===== src/rtl/down_counter_timer_pkg.sv =====
// Shared FSM state encodings for the loadable down-counter timer.
package down_counter_timer_pkg;

  localparam logic ST_IDLE = 1'b0;
  localparam logic ST_RUN  = 1'b1;

endpackage


===== src/rtl/down_counter_timer.sv =====
// Loadable down-counter / interval timer with optional auto-reload and a
// terminal-event counter. Single clock, synchronous active-high reset.
module down_counter_timer
  import down_counter_timer_pkg::*;
#(
  parameter int unsigned bitwidth  = 6,
  parameter int unsigned evt_width = 8
) (
  input  logic                 clk,
  input  logic                 reset,
  input  logic                 load_valid,
  output logic                 load_ready,
  input  logic [bitwidth-1:0]  load_value,
  input  logic                 enable,
  input  logic                 auto_reload,
  input  logic                 abort,
  output logic [bitwidth-1:0]  count_out,
  output logic                 busy,
  output logic                 tc_pulse,
  output logic [evt_width-1:0] tc_count
);

  logic                 r_state;
  logic [bitwidth-1:0]  r_count;
  logic [bitwidth-1:0]  r_reload;
  logic                 r_tc;
  logic [evt_width-1:0] r_tc_count;

  logic                 w_state_d;
  logic [bitwidth-1:0]  w_count_d;
  logic [bitwidth-1:0]  w_reload_d;
  logic                 w_tc_d;
  logic [evt_width-1:0] w_tc_count_d;
  logic                 w_accept;

  assign load_ready = (r_state == ST_IDLE) && !reset;
  assign w_accept   = load_valid && load_ready;

  always_comb begin
    w_state_d    = r_state;
    w_count_d    = r_count;
    w_reload_d   = r_reload;
    w_tc_d       = 1'b0;
    w_tc_count_d = r_tc_count;
    case (r_state)
      ST_IDLE: begin
        if (w_accept) begin
          if (load_value != '0) begin
            w_count_d  = load_value;
            w_reload_d = load_value;
            w_state_d  = ST_RUN;
          end else begin
            // Zero-length timer: fire immediately without leaving IDLE.
            w_tc_d       = 1'b1;
            w_tc_count_d = r_tc_count + evt_width'(1);
          end
        end
      end
      default: begin
        if (abort) begin
          w_count_d = '0;
          w_state_d = ST_IDLE;
        end else if (enable) begin
          if (r_count > bitwidth'(1)) begin
            w_count_d = r_count - bitwidth'(1);
          end else begin
            w_tc_d       = 1'b1;
            w_tc_count_d = r_tc_count + evt_width'(1);
            if (auto_reload) begin
              w_count_d = r_reload;
            end else begin
              w_count_d = '0;
              w_state_d = ST_IDLE;
            end
          end
        end
      end
    endcase
  end

  always_ff @(posedge clk) begin
    if (reset) begin
      r_state    <= ST_IDLE;
      r_count    <= '0;
      r_reload   <= '0;
      r_tc       <= 1'b0;
      r_tc_count <= '0;
    end else begin
      r_state    <= w_state_d;
      r_count    <= w_count_d;
      r_reload   <= w_reload_d;
      r_tc       <= w_tc_d;
      r_tc_count <= w_tc_count_d;
    end
  end

  assign count_out = r_count;
  assign busy      = (r_state == ST_RUN);
  assign tc_pulse  = r_tc;
  assign tc_count  = r_tc_count;

endmodule


===== config.mk =====
export PLATFORM = sky130hd
export DESIGN_NAME = down_counter_timer
export DESIGN_NICKNAME = d
export VERILOG_FILES = /design/src/rtl/down_counter_timer_pkg.sv /design/src/rtl/down_counter_timer.sv
export SDC_FILE = /design/constraint.sdc
export NUM_CORES = 1
export LEC_CHECK = 0
export CORE_UTILIZATION = 54
export DETAILED_ROUTE_END_ITERATION = 8
export PLACE_DENSITY_LB_ADDON = 0.08
export REMOVE_ABC_BUFFERS = 1
export SYNTH_ARGS = -nofsm -noshare
export SYNTH_HDL_FRONTEND = slang
export SYNTH_SLANG_ARGS = --single-unit

===== constraint.sdc =====
create_clock -name clk -period 4.1 [get_ports clk]
set_clock_uncertainty 0.1 [all_clocks]
set_input_delay 0.82 -clock clk [delete_from_list [all_inputs] [get_ports clk]]
set_output_delay 0.82 -clock clk [all_outputs]
set_load 0.005 [all_outputs]

After elaboration in Yosys (flattened, before gate mapping)
Cells that the tools add are included. W data, S select, Z words.

Add/subtract/negate cells: 2. $lt $le $gt $ge: 1. Equal/unequal tests: 5. Muxes and demuxes: 26. Bitwise gates (word level): 1. Reduce and logical (&&, ||, !) cells: 9.

Operators with widths (number): $mux W8 (6); $mux W6 (7); $mux W1 (13); $add A8 B1 Y8 const B (1); $ne A2 B2 Y1 const B (4); $gt A6 B1 Y1 const B (1); $reduce_and A3 Y1 (2); $reduce_bool A6 Y1 (1); $sub A6 B1 Y6 const B (1); $reduce_and A5 Y1 (1); $reduce_bool A2 Y1 (2); $ne A3 B3 Y1 const B (1); $logic_and A1 B1 Y1 (2); $logic_not A1 Y1 (1); $not A1 Y1 (1).

Flip-flop bits (word level): 22. Input bits: 12. Output and inout bits: 17. Logic and storage cells: 49.

Longest topological paths before layout
Depth in word-level cells: 5. Depth in mapped cells: 6. Gate-level depth less buffers: 6.

Worst setup path before layout
Ideal clock, no wire load.

Path kind: input to output. Start: input port reset. End: output port load_ready. Data arrival time: 1.713 ns. Data required time: 3.180 ns. Path slack: 1.467 ns. Cell stages on the path: 4. Path buffers: 3. Cells stage by stage: clkbuf_1 buf_2 clkbuf_1 nor2_1.

Longest elaborated chain between the ends: 2.

Ends and longest elaborated chain: from (decl) (RTL line down_counter_timer.sv:10) `input logic reset,`; $logic_not A1 Y1 (RTL line down_counter_timer.sv:36) `assign load_ready = (r_state == ST_IDLE) && !reset;`; $logic_and A1 B1 Y1 (RTL line down_counter_timer.sv:36); to (decl) (RTL line down_counter_timer.sv:12) `output logic load_ready,`.

Every way passes these cells.

Worst setup path after layout
Ends and elaborated chain as after synthesis.

==> metrics.txt <==
total power draw=484 uW; commonest non-fill, non-tap cell in the layout=clkdlybuf4s50_1; r2r endpoint=tc_count[2]; core box area=2280 um2; clock transition at the registers of the reported paths=130 ps; max cap viols=0; fillers=194; WP buf/inv=3; initial core utilization=58.5%; hold depth=2; via count=1249; die footprint=2670 um2; #FFs+latches synth=22; slowest CP cell=clkdlybuf4s50_1; HP Start=r_reload[3]; crit path kind=in -> out; Avg Inst Size Synth=8.49 um2; Port Buffers=28; flop2flop setup slack=2070 ps; Worst path max stage delay=450 ps; crit-path cells=clkdlybuf4s50_1 -> buf_4 -> nor2_1 -> clkdlybuf4s50_1; worst r2r src=count_out[0]; Cell variety after synth=39; share of cells above drive strength 1=11.5%; die height=51.7 um; Worst-Margin Slew=624 ps; CTS Hold Bufs=0; Fin Setup TNS=0 ps; CP most frequent cell=clkdlybuf4s50_1; status=completed; Die X=51.7 um; first drt pass iteration count=5; vias in the first global route=1142; area leader, netlist=dfxtp_1; top post-synthesis cells by area=dfxtp_1 33%, a221oi_2 6.8%, a21oi_1 6.4%, nand2_1 5.1%, o21ai_0 3.8%; dpl cells=207; final hold slack=378 ps; largest net degree at the start of global routing=30; synth warn=0; Final Net Count=199; Vias/cell=5.92; Critical Path End Type=output port; FFs w/ async S/R, synth=0%; ys flop type=dfxtp_1; fmax=0.330 GHz; Post-Layout Cell Count=211; unrepaired setup endpoints after global routing=false; worst-case clock buffer depth=2; DP HPWL=2.17 mm; synthesized cell area=1330 um2; clock sinks=22; EDFF count, synth=0; Worst EP required=3180 ps; htree depth=1; Root Driver=clkbuf_4; Crit path arrival time=2110 ps; worst hold path class=reg -> reg; Rows=17; DRC=0; WHS Endpoint=r_reload[3]; CTS Buf Count=3; post-synthesis cell count=157; antenna viol nets, final=0; crit-path leading delay family=buffers and inverters; crit path max fanout=29; postcts setup bufs=0; Final Setup Violations=0; Tot GR Track Use=25.5%; type of origin of the critical path=primary input; Slew headroom=58.0%; register area share after synthesis=33.1%; area grow syn2layout=23.7%; Power per Cell Area=294 nW/um2; Post-CTS Resized=0; worst r2r path cells=6; gp weighted congestion=0.888; WL/cell=14.3 um; Worst-Skew Late Latency=310 ps; Overflow after GRT=0; initial DRC count=37; static leakage=0.591 nW; global-route wire length before repair=5.05 mm; CTS tree=built; Worst VDD drop=257 uV; Slew Viols, Final=0; final critical-path required period=3030 ps; crit share post-route=73.9%; final core occ=72.4%; commonest non-fill, non-tap cells in the layout=28 x clkdlybuf4s50_1, 22 x dfxtp_1, 18 x nand2_1, 17 x a21oi_1; IO Pins=29; Synth top area share=33.1%; drt total wl=3.03 mm; initial antenna violation count=0; ANT cells=0; Fin. Hold Viols=0
[sequential cells by signal, summed over array words and instances, names as in the netlist]
name,flops
tc_count,8
r_reload,6
tc_pulse,1
busy,1
count_out,6
[routing by layer]
metal | GRT usage, % | routed length [um] | up-vias
met5 | 0 | 0 | -
met4 | 8.11 | 21 | 0
met3 | 3.51 | 211 | 3
met2 | 39.8 | 1390 | 54
met1 | 36.1 | 1410 | 571
li1 | - | - | 621
[metrics by stage]
| stage | setup WS [ps] | instance area (um2) |
|---|---|---|
| final | 1070 | 1650 |
| after global placement | 1080 | 1610 |
| after detailed placement | 1060 | 1610 |
| after floorplan | 1960 | 1290 |
| after CTS | 1070 | 1650 |
| after global routing | 1020 | 1650 |
[layout make-up]
cell class	count	area, um2	share of cell area (%)
clock buffer	4	36.3	2.20
inverter	7	26.3	1.59
multi-input combinational	121	822	49.9
timing repair buffer	29	288	17.5
sequential	22	440	26.7
tap	28	35.0	2.13
[cell families after synthesis]
logic type	share of synthesized area (%)
AND/OR/NAND/NOR	27.6
AO/OA/AOI/OAI	25.4
flip-flops	33.1
buffers and inverters	5.26
multiplexers	4.51
adder cells (fa/ha/maj)	2.82
XOR/XNOR	1.31
[worst max-delay path by stage]
| stage | endpoint | from | slack, ps | cells past startpoint |
|---|---|---|---|---|
| 2_1_floorplan | tc_count[5] | load_value[1] | 1960 | 4 |
| 3_3_place_gp | load_ready | reset | 1080 | 4 |
| 3_5_place_dp | load_ready | reset | 1060 | 4 |
| 4_1_cts | load_ready | reset | 1070 | 4 |
| 5_1_grt | load_ready | reset | 1020 | 4 |
| 6_report | load_ready | reset | 1070 | 4 |
[power by group]
| group | switching [mW] | internal, mW | total (mW) | leakage [nW] |
|---|---|---|---|---|
| clock network | 0.0701 | 0.0543 | 0.124 | 0.0210 |
| registers | 0.0139 | 0.223 | 0.237 | 0.179 |
| logic | 0.0636 | 0.0592 | 0.123 | 0.390 |
[tightest hold or removal path, cell delays in order, from the launching register on]
cell and delay [ps]:
dfxtp_1 340, nand2_1 50, a21oi_1 50
[synthesized netlist by cell type, types with 2 or more instances]
cell / number
mux2_1: 4
and3_1: 4
o21ai_0: 10
buf_2: 2
o21a_1: 3
nor2_1: 10
nand2_1: 18
clkbuf_1: 3
a221oi_2: 6
nor2b_1: 6
o211ai_1: 3
dfxtp_1: 22
or4_1: 2
nor3_1: 5
ha_1: 3
nand3_1: 7
buf_6: 2
a21oi_1: 17
a22oi_1: 2
inv_1: 7
o21ai_1: 3
Power figures use the tool's default switching activity.
